--- config.mk ---
export PLATFORM = sky130hd
export DESIGN_NAME = accum_datapath
export DESIGN_NICKNAME = d
export VERILOG_FILES = /design/src/rtl/accum_datapath.sv
export SDC_FILE = /design/constraint.sdc
export NUM_CORES = 1
export LEC_CHECK = 0
export ABC_AREA = 1
export ABC_CLOCK_PERIOD_IN_PS = 7100
export CAP_MARGIN = 20
export CORE_UTILIZATION = 65
export CTS_BUF_LIST = sky130_fd_sc_hd__clkbuf_16
export CTS_CLUSTER_DIAMETER = 80
export CTS_CLUSTER_SIZE = 40
export DETAILED_ROUTE_END_ITERATION = 8
export GPL_ROUTABILITY_DRIVEN = 1
export PLACE_DENSITY_LB_ADDON = 0.3
export SLEW_MARGIN = 20
export SYNTH_ARGS = -nofsm -noshare
export SYNTH_HDL_FRONTEND = slang
export SYNTH_SLANG_ARGS = --single-unit
--- constraint.sdc ---
create_clock -name clk -period 7.1 [get_ports clk]
set_input_delay 1.42 -clock clk [delete_from_list [all_inputs] [get_ports clk]]
set_output_delay 1.42 -clock clk [all_outputs]
set_load 0.02 [all_outputs]
--- src/rtl/accum_datapath.sv ---
// -----------------------------------------------------------------------------
// accum_datapath
//   Datapath of the 8-bit accumulator processor. It holds the program counter,
//   the instruction register, accumulator A and a unified instruction/data RAM
//   with a registered (1-cycle) read port. The control unit drives the strobes
//   below and reads back the opcode and the A status flags in the same cycle.
//   Instruction word: IR[DW-1:DW-3] opcode, IR[AW-1:0] address.
//
//   Handshake note: there is no valid/ready pair here. Every strobe is a
//   single-cycle level that takes effect on the next rising clk edge. Once
//   halted is set, MenWr/Aload/IRload/PCload are ignored until reset. prog_we
//   is always accepted.
//
// Ports
//   clk, reset          rising-edge clock, asynchronous active-low reset
//   IRload              IR <= mem_q
//   JMPmux, PCload      PC <= JMPmux ? IR[AW-1:0] : PC+1 when PCload
//   Meminst             RAM address select: 0 = PC, 1 = IR[AW-1:0]
//   MenWr               write A into RAM at the selected address
//   Asel, Aload         A source: 00 ALU, 01 in_data, 10 mem_q, 11 hold
//   Sub                 ALU: 0 = A+mem_q, 1 = A-mem_q
//   Halt                sets the sticky halted flag on the next edge
//   in_data             external input data
//   prog_we/addr/data   program-load write port (wins over MenWr)
//   IR                  opcode to the control unit
//   Aeq0, Apos          A == 0, A strictly positive (two's complement)
//   A_out, PC_out       accumulator and program counter
//   halted              sticky halt flag
// -----------------------------------------------------------------------------
module accum_datapath #(
  parameter int DW = 8,
  parameter int AW = 5
) (
  input  logic          clk,
  input  logic          reset,
  input  logic          IRload,
  input  logic          JMPmux,
  input  logic          PCload,
  input  logic          Meminst,
  input  logic          MenWr,
  input  logic [1:0]    Asel,
  input  logic          Aload,
  input  logic          Sub,
  input  logic          Halt,
  input  logic [DW-1:0] in_data,
  input  logic          prog_we,
  input  logic [AW-1:0] prog_addr,
  input  logic [DW-1:0] prog_data,
  output logic [2:0]    IR,
  output logic          Aeq0,
  output logic          Apos,
  output logic [DW-1:0] A_out,
  output logic [AW-1:0] PC_out,
  output logic          halted
);

  logic [AW-1:0] pc_q, pc_d;
  logic [DW-1:0] ir_q, ir_d;
  logic [DW-1:0] a_q, a_d;
  logic [DW-1:0] mem_q;
  logic          halted_q, halted_d;

  logic [DW-1:0] mem [0:(1<<AW)-1];

  logic [AW-1:0] mem_addr;
  logic [DW-1:0] alu_res;
  logic          mem_we;

  assign mem_addr = Meminst ? ir_q[AW-1:0] : pc_q;
  assign alu_res  = Sub ? (a_q - mem_q) : (a_q + mem_q);
  assign mem_we   = MenWr && !halted_q;

  always_comb begin
    pc_d     = pc_q;
    ir_d     = ir_q;
    a_d      = a_q;
    halted_d = halted_q | Halt;
    if (!halted_q) begin
      // On a fetch (IRload and PCload together) the increment uses the
      // current PC while IR captures the word read from it last cycle.
      if (PCload) pc_d = JMPmux ? ir_q[AW-1:0] : (pc_q + AW'(1));
      if (IRload) ir_d = mem_q;
      if (Aload) begin
        unique case (Asel)
          2'b00:   a_d = alu_res;
          2'b01:   a_d = in_data;
          2'b10:   a_d = mem_q;
          default: a_d = a_q;
        endcase
      end
    end
  end

  always_ff @(posedge clk or negedge reset) begin
    if (!reset) begin
      pc_q     <= '0;
      ir_q     <= '0;
      a_q      <= '0;
      mem_q    <= '0;
      halted_q <= 1'b0;
    end else begin
      pc_q     <= pc_d;
      ir_q     <= ir_d;
      a_q      <= a_d;
      halted_q <= halted_d;
      // Registered read: a same-cycle write to this address is not yet
      // visible, so the old contents are returned.
      mem_q    <= mem[mem_addr];
    end
  end

  // RAM contents survive reset. The program-load write is issued last so
  // that on an address collision it overrides the MenWr store.
  always_ff @(posedge clk) begin
    if (mem_we)  mem[mem_addr]  <= a_q;
    if (prog_we) mem[prog_addr] <= prog_data;
  end

  assign IR     = ir_q[DW-1:DW-3];
  assign Aeq0   = (a_q == '0);
  assign Apos   = (a_q != '0) && !a_q[DW-1];
  assign A_out  = a_q;
  assign PC_out = pc_q;
  assign halted = halted_q;

endmodule
==> results of run 1 <==
## state kept, by name, indices dropped and copies added (netlist names)
signal  count
A_out       8
PC_out      5
halted      1
ir_q        8
mem       256
mem_q       8
## critical path, stage by stage
cell	delay, ps
clkdlybuf4s50_1	860
nand2_1	140
nand2_2	550
nand3_1	730
o21ai_0	1080
## per-layer routing
metal	wire (um)	vias to the layer above	global-route usage, %
li1	-	6107	-
met1	15800	5942	49.9
met2	19600	935	57.8
met3	5810	186	6.22
met4	2250	0	18.8
met5	0	-	0
## path summary, 6_finish.rpt
check / slack (ps) / cells after the start / startpoint / end
setup / recovery: 2470 / 5 / Meminst / mem[27][0]
min in group asynchronous: 1270 / 2 / reset / mem_q[7]
setup reg to reg: 3790 / 6 / PC_out[0] / mem[22][3]
hold / removal: 500 / 2 / ir_q[6] / ir_q[6]
max in group asynchronous: 5510 / 2 / reset / halted
hold reg to reg: 500 / 2 / ir_q[6] / ir_q[6]
## cell families (layout without fill, tap and decap cells)
logic type	Yosys count	count (layout)
XOR/XNOR	9	9
flip-flops	286	286
adder cells (fa/ha/maj)	13	13
AND/OR/NAND/NOR	1025	1025
AO/OA/AOI/OAI	348	348
buffers and inverters	203	171
## stage by stage
stage / worst slack, ps / hold WS, ps
after CTS: 2380 / 500
after detailed placement: 1840 / 473
after floorplan: 3700 / 453
after global routing: 2210 / 529
after global placement: 1940 / 464
final: 2470 / 502
## synthesized netlist by cell type (4+ instances only)
cell type / instances / area share (%)
edfxtp_1: 256 / 50
nor3_1: 9 / 0.29
o21ai_1: 30 / 0.97
buf_4: 6 / 0.29
clkbuf_1: 93 / 2.3
o22ai_1: 4 / 0.16
nor3_4: 10 / 1.1
dfrtp_1: 30 / 4.9
nand3_1: 54 / 1.8
nor2_1: 35 / 0.85
buf_2: 28 / 0.91
a21oi_1: 18 / 0.58
xor2_1: 8 / 0.45
o21ai_0: 288 / 9.4
inv_1: 65 / 1.6
inv_2: 5 / 0.12
ha_1: 12 / 0.97
buf_1: 4 / 0.097
nand2_1: 905 / 22
## power by group through the flow
stage	Clock (mW)	Combinational, mW	Sequential (mW)
6_report	1.04	1.10	1.97
5_1_grt	1.08	1.21	1.98
4_1_cts	1.03	1.07	1.97
3_5_place_dp	0	1.06	2.01
3_3_place_gp	0	1.02	2.01
2_1_floorplan	0	0.730	2.01
## layout make-up
class / instances / share of cell area, %
multi-input cells: 1395 / 37.3
inverters: 71 / 1.63
clock inverters: 9 / 0.912
flip-flops and latches: 286 / 51.2
clock buffers: 15 / 2.28
repair buffers: 76 / 4.24
well taps: 313 / 2.38
==> impl_metrics.toml, run 1 <==
[clock_tree]
cts.sinks = 286
clkLatencyLatePin_ps = 540
cts_hold_buf = 0
tritoncts = "done"
post_cts.repair.setup_buffers = 0
cts_buffers = 14
h-tree-depth = 1
clock_path_buffers = 3
root_buffer = "clkbuf_16"
clk_pin_slew_ps = 120
cts_resized = 0

[final_layout]
layout_commonest_cell = "nand2_1"
register_area_um2 = 8440
fillers = 1751
num_antenna_cells = 0
drive_above_1_share_pct = 4.10
multi_input_area_um2 = 6150
fin_util_pct = 71.9
fin_area_um2 = 16500
layout_common_cells = "905 x nand2_1, 275 x o21ai_0, 256 x edfxtp_1"
layout.nets = 1891
syn_to_final_growth_pct = 6.93
final_cells = 2165

[timing]
tightest_slew_ps = 1200
maxSlewViolCount = 0
max_slew_margin_pct = 19.4
finalCriticalPeriod_ps = 4630
clock_skew_ps = 62.8
finalHoldViolCount = 0
max_freq_mhz = 216
rsz0062_at_grt = "no"
setup_viol = 0
period_share_pct = 65.2
setup_tns_ps = 0

[power]
switching_share_pct = 34.0
p_total_mw = 4.11
p_switching_mw = 1.40
leakagePower_nw = 7.06
p_clk_share_pct = 25.3
p_per_area_nw_per_um2 = 250
p_int_mw = 2.72
seq_power_share_pct = 48.0
pwr-share-comb_pct = 26.7
ir_drop_uv = 166

[critical_path]
critPathKind = "input port to flip-flop"
cp_max_fo = 35
endpoint_kind = "flip-flop"
cp_data_arrival_time_ps = 4780
worstPathRequired_ps = 7260
cp-start-kind = "input port"

[place]
io_buffers = 52
place.gp.congestion = 0.940
dp_cells = 2140
placedInstanceArea_um2 = 15900
dp_hpwl_um = 26800

[detailed_routing]
vias = 13200
drt_pre_antenna_iters = 8
drt_wl_total_um = 43400
drc = 0
drtAntennaViolNets = 0
post_drt_wl_per_cell_um = 20.1
first_iter_violations = 1574
vias_per_cell = 6.08

[synthesis]
ys_seq_area_share_pct = 54.8
yosys.area_share.xor_xnor_pct = 0.512
synth_compound_area_share_pct = 11.7
synth_top_family_by_area = "simple AND/OR/NAND/NOR gates"
syn_area_per_cell_um2 = 8.18
dominantRegCellSynth = "edfxtp_1"
synth_edf_count = 256
synthArstFlopShare_pct = 10.5
synth_fa_ha_area_share_pct = 1.10
synth.distinct_cells = 36
synth_seq_cells = 286
synthSimpleGateAreaFrac_pct = 26.6
syn_inst = 1884
synth_mux_area_share_pct = 0
syn-num-nets = 1931
ys_warn_count = 0
netlist_area_um2 = 15400

[status]
status = "finished, final reports clean"

[floorplan]
start_util_pct = 67.2
fp.dieH_um = 156
io_pins = 53
fp-row-count = 55
core_um2 = 22900
die_area_um2 = 24300
fp.dieW_um = 156

[flow_run]
max-cap-violations = 0

[global_route]
antenna_found_initial = 0
grt_pass1_vias = 12400
grt_max_degree = 90
globalRouteOverflowTotal = 0
globalRouteTotalUtil_pct = 36.9
grt_pass1_wl_um = 67600

[hold_path]
worstHoldPathType = "flip-flop to flip-flop"
Note: power is estimated with default switching activity, not from simulation.
==> run 2, diff against run 1 <==
--- a/config.mk
+++ b/config.mk
@@ -6,9 +6,9 @@
 export NUM_CORES = 1
 export LEC_CHECK = 0
 export ABC_AREA = 1
-export ABC_CLOCK_PERIOD_IN_PS = 7100
+export ABC_CLOCK_PERIOD_IN_PS = 4450
 export CAP_MARGIN = 20
-export CORE_UTILIZATION = 65
+export CORE_UTILIZATION = 62
 export CTS_BUF_LIST = sky130_fd_sc_hd__clkbuf_16
 export CTS_CLUSTER_DIAMETER = 80
 export CTS_CLUSTER_SIZE = 40
==> constraint.sdc (replaced) <==
create_clock -name clk -period 4.45 [get_ports clk]
set_input_delay 0.89 -clock clk [delete_from_list [all_inputs] [get_ports clk]]
set_output_delay 0.89 -clock clk [all_outputs]
set_load 0.02 [all_outputs]
==> run 2 against run 1 <==
Against the previous run: utilization is 2.7 points lower; via count is 2.0% higher; hold slack lost 170 ps.
==> impl_metrics.toml, run 2 (synthesis gave the netlist of run 1 again) <==
[status]
status = "finished, final reports clean"

[clock_tree]
clk_pin_slew_ps = 120
cts.sinks = 286
post_cts.repair.setup_buffers = 0
h-tree-depth = 1
root_buffer = "clkbuf_16"
clkLatencyLatePin_ps = 520
cts_resized = 0
cts_hold_buf = 0
cts_buffers = 15
clock_path_buffers = 3
tritoncts = "done"

[critical_path]
timing.rr.end = "mem_q[6]"
cp.depth = 11
reg2reg_from = "PC_out[1]"
startpoint = "Meminst"
critPathKind = "input port to flip-flop"
critical_path.most_common_cell = "nand2_1"
cp-start-kind = "input port"
rrSetupSlack_ps = 1710
critical_path.top_delay_family = "buffers and inverters"
cp_data_arrival_time_ps = 4000
slowest_stage = "clkdlybuf4s50_1"
worstSetupEndpoint = "mem_q[6]"
endpoint_kind = "flip-flop"
worstRegToRegCells = 10
max_stage_delay_ps = 910
crit_chain = "clkdlybuf4s50_1 -> nand2_1 -> o21ai_4 -> buf_4 -> inv_1 -> nand2_1 -> nand2_1 -> nand2_1 -> nand2_1 -> nor2_1 -> nand2_1"
worstPathRequired_ps = 4870
cp_max_fo = 55
path_buf_inv = 3

[timing]
finalCriticalPeriod_ps = 3580
max_slew_margin_pct = 26.7
tightest_slew_ps = 1090
maxSlewViolCount = 0
setup_tns_ps = 0
clock_skew_ps = 35.4
finalHoldViolCount = 0
setup_viol = 0
max_freq_mhz = 279
rsz0062_at_grt = "no"
hold-worst-slack_ps = 331
period_share_pct = 80.5

[final_layout]
layout_common_cells = "905 x nand2_1, 283 x o21ai_0, 256 x edfxtp_1"
layout.nets = 1940
num_antenna_cells = 0
fin_util_pct = 69.2
layout_commonest_cell = "nand2_1"
regMostFlops = "mem"
syn_to_final_growth_pct = 9.24
drive_above_1_share_pct = 6.73
largest_reg_flops = 256
fillers = 1915

[power]
p_per_area_nw_per_um2 = 390
ir_drop_uv = 353
leakagePower_nw = 7.29

[detailed_routing]
post_drt_wl_per_cell_um = 20.5
drt_wl_total_um = 45600
first_iter_violations = 1911
drtAntennaViolNets = 0
vias = 13400
drc = 0
vias_per_cell = 6.04
drt_pre_antenna_iters = 5

[floorplan]
die_area_um2 = 25500
fp-row-count = 57
core_um2 = 24300
fp.dieH_um = 160
fp.dieW_um = 160
io_pins = 53
start_util_pct = 63.3

[global_route]
grt_pass1_wl_um = 71400
antenna_found_initial = 0
globalRouteTotalUtil_pct = 36.7
grt_pass1_vias = 12900
grt_max_degree = 89
globalRouteOverflowTotal = 0

[place]
io_buffers = 52
dp_hpwl_um = 28700
place.gp.congestion = 0.957

[hold_path]
worstHoldPathType = "input port to asynchronous set/reset pin"

[flow_run]
max-cap-violations = 0
-- run 2: cell types whose count changed in the layout (fill, tap and decap cells not counted), sizes merged --
cell,before,now
buf,24,73
clkdlybuf4s50,52,51
clkinv,5,6
clkinvlp,0,1
-- run 2: worst reg2reg max path, delay by kind of cell, from the launching register on --
kind / cells / cell delay, ps
buf+inv: 3 / 1300
flops: 1 / 400
simple gates: 6 / 550
compound gates: 1 / 410
-- run 2: worst min path at each step --
stage | start | endpoint | slack, ps | depth (start not counted)
after detailed placement | ir_q[5] | ir_q[5] | 470 | 2
final | reset | ir_q[0] | 330 | 1
after global placement | ir_q[5] | ir_q[5] | 460 | 2
after global routing | reset | ir_q[0] | 340 | 1
after floorplan | ir_q[2] | ir_q[2] | 450 | 2
after CTS | ir_q[5] | ir_q[5] | 500 | 2
-- run 2: where the power goes --
part / internal (mW) / total, mW / switching, mW / leakage, nW
Combinational: 0.566 / 1.77 / 1.20 / 4.36
Clock: 0.684 / 1.64 / 0.957 / 0.247
Sequential: 3.09 / 3.16 / 0.0653 / 2.68
-- run 2: final cells by class --
type / count / area, um^2 / area share, %
clock buffers: 15 / 375 / 2.23
clock inverters: 11 / 138 / 0.818
inverters: 71 / 269 / 1.60
multi-input cells: 1395 / 6150 / 36.5
flip-flops and latches: 286 / 8440 / 50.1
well taps: 324 / 405 / 2.41
repair buffers: 124 / 1050 / 6.26
-- run 2: through the flow --
| step | area, um^2 | power, mW | instances | setup WS (ps) |
|---|---|---|---|---|
| 2_1_floorplan | 15400 | 4.38 | 1884 | 1580 |
| 3_3_place_gp | 16300 | 4.87 | 2199 | 522 |
| 3_5_place_dp | 16300 | 4.93 | 2199 | 448 |
| 4_1_cts | 16800 | 6.52 | 2225 | 982 |
| 5_1_grt | 16800 | 6.83 | 2226 | 701 |
| 6_report | 16800 | 6.57 | 2226 | 868 |
-- run 2: routing by layer --
metal / part of all wire, % / track usage [%]
met3: 13 / 6.55
met5: 0 / 0
met2: 45 / 56.9
met1: 37 / 49.7
met4: 5.7 / 19.2
==> run 3, diff against run 2 <==
--- a/config.mk
+++ b/config.mk
@@ -6,9 +6,9 @@
 export NUM_CORES = 1
 export LEC_CHECK = 0
 export ABC_AREA = 1
-export ABC_CLOCK_PERIOD_IN_PS = 4450
+export ABC_CLOCK_PERIOD_IN_PS = 3000
 export CAP_MARGIN = 20
-export CORE_UTILIZATION = 62
+export CORE_UTILIZATION = 56
 export CTS_BUF_LIST = sky130_fd_sc_hd__clkbuf_16
 export CTS_CLUSTER_DIAMETER = 80
 export CTS_CLUSTER_SIZE = 40
==> constraint.sdc (replaced) <==
create_clock -name clk -period 3 [get_ports clk]
set_input_delay 0.6 -clock clk [delete_from_list [all_inputs] [get_ports clk]]
set_output_delay 0.6 -clock clk [all_outputs]
set_load 0.02 [all_outputs]
==> run 3 against run 2 <==
Against the previous run: utilization is 5.0 points lower; clock skew is 4.6 ps higher; setup slack worse by 670 ps; combinational power is 51% higher; non-clock buffer count is 47 higher; via count is 0.70% lower; wire length is 0.59% lower; total power is 51% higher; hold slack better by 120 ps; first-iteration DRC count is 28% lower; die area is 11% higher; clock power is 57% higher.
==> impl_metrics.toml, run 3 (synthesis gave the netlist of run 1 again) <==
[status]
status = "finished, final reports clean"

[clock_tree]
cts.sinks = 286
cts_resized = 0
clk_pin_slew_ps = 140
clock_path_buffers = 3
post_cts.repair.setup_buffers = 0
cts_hold_buf = 0
cts_buffers = 15
h-tree-depth = 1
root_buffer = "clkbuf_16"
clkLatencyLatePin_ps = 530
tritoncts = "done"

[detailed_routing]
first_iter_violations = 1368
drt_pre_antenna_iters = 6
vias = 13300
vias_per_cell = 5.83
drt_wl_total_um = 45300
drc = 0
post_drt_wl_per_cell_um = 19.8
drtAntennaViolNets = 0

[final_layout]
register_area_um2 = 8440
final_cells = 2290
num_antenna_cells = 0
syn_to_final_growth_pct = 12.3
layout_common_cells = "905 x nand2_1, 288 x o21ai_0, 256 x edfxtp_1"
drive_above_1_share_pct = 8.88
multi_input_area_um2 = 6150
largest_reg_flops = 256
regMostFlops = "mem"
layout_commonest_cell = "nand2_1"
fillers = 2211
layout.nets = 1987

[floorplan]
fp.dieW_um = 168
die_area_um2 = 28200
start_util_pct = 57.2
io_pins = 53
fp.dieH_um = 168
core_um2 = 27000
fp-row-count = 60

[timing]
maxSlewViolCount = 0
setup_viol = 0
max_freq_mhz = 357
max_slew_margin_pct = 57.7
rsz0062_at_grt = "no"
finalHoldViolCount = 0
tightest_slew_ps = 630
fin_ws_ps = 199
finalCriticalPeriod_ps = 2800
period_share_pct = 93.4
hold-worst-slack_ps = 452
clock_skew_ps = 40.0
setup_tns_ps = 0

[place]
dp_hpwl_um = 28400
dp_cells = 2264
place.gp.congestion = 0.930
pre_cts_ws_ps = 85.1
io_buffers = 52

[power]
ir_drop_uv = 429
pwr-share-comb_pct = 26.9
p_int_mw = 6.57
p_clk_share_pct = 26.0
p_per_area_nw_per_um2 = 573
switching_share_pct = 33.7
leakagePower_nw = 7.56
seq_power_share_pct = 47.1
p_switching_mw = 3.34

[critical_path]
cp_data_arrival_time_ps = 2200
worstSetupEndpoint = "Aeq0"
reg2reg_from = "mem_q[0]"
critPathKind = "flip-flop to primary output"
startpoint = "A_out[7]"
endpoint_kind = "primary output"
cp-start-kind = "flip-flop"
rrSetupSlack_ps = 560
cp_max_fo = 2
worstPathRequired_ps = 2400
timing.rr.end = "A_out[7]"
worstRegToRegCells = 15

[flow_run]
max-cap-violations = 0

[global_route]
grt_pass1_vias = 12600
globalRouteOverflowTotal = 0
grt_max_degree = 65
globalRouteTotalUtil_pct = 32.8
grt_pass1_wl_um = 70200
antenna_found_initial = 0

[hold_path]
worstHoldPathType = "input port to asynchronous set/reset pin"
## run 3: changes by cell type in the layout (fill, tap and decap cells not counted), moves of 2 or more
cell	change
buf_4	+45
o21ai_1	-5
buf_2	-2
buf_12	+3
clkinv_16	+2
o21ai_0	+5
## run 3: cell type report
| cell class | count | area share, % |
|---|---|---|
| inverters | 71 | 1.56 |
| multi-input cells | 1395 | 35.6 |
| repair buffers | 171 | 8.39 |
| clock buffers | 15 | 2.17 |
| well taps | 341 | 2.47 |
| flip-flops and latches | 286 | 48.8 |
| clock inverters | 11 | 1.08 |
## run 3: critical path, stage by stage, from the launching register on
cell	delay, ps
dfrtp_1	410
nor2_1	140
nand3_1	100
nor4_1	350
clkdlybuf4s50_1	690
## run 3: per-layer routing
metal	share of wire (%)	global-route usage, %	wire (um)
met1	38	44.7	17200
met5	0	0	0
met3	12	5.27	5310
met4	4.7	14.0	2110
met2	46	52.5	20700
## run 3: how the worst min path moves through the flow
stage | to | start | slack (ps) | cells after the start
global placement | ir_q[7] | ir_q[7] | 470 | 2
detailed placement | ir_q[6] | ir_q[6] | 480 | 2
global route | mem_q[7] | reset | 480 | 2
floorplan | A_out[0] | reset | 300 | 0
CTS | PC_out[0] | reset | 460 | 2
finish | PC_out[0] | reset | 450 | 2
## run 3: metrics by stage
stage                     total power [mW]  utilization [%]  instance area [um^2]
after global placement                7.28             62.1                 16700
after global routing                  10.3             64.2                 17300
after detailed placement              7.35             62.1                 16700
after CTS                             9.85             64.2                 17300
after floorplan                       6.49                -                 15400
final                                 9.91             64.2                 17300
## run 3: power by group through the flow
stage	Combinational [mW]	Sequential (mW)	Clock (mW)
2_1_floorplan	1.73	4.77	0
3_3_place_gp	2.53	4.76	0
3_5_place_dp	2.59	4.76	0
4_1_cts	2.61	4.67	2.58
5_1_grt	2.97	4.68	2.70
6_report	2.67	4.67	2.57
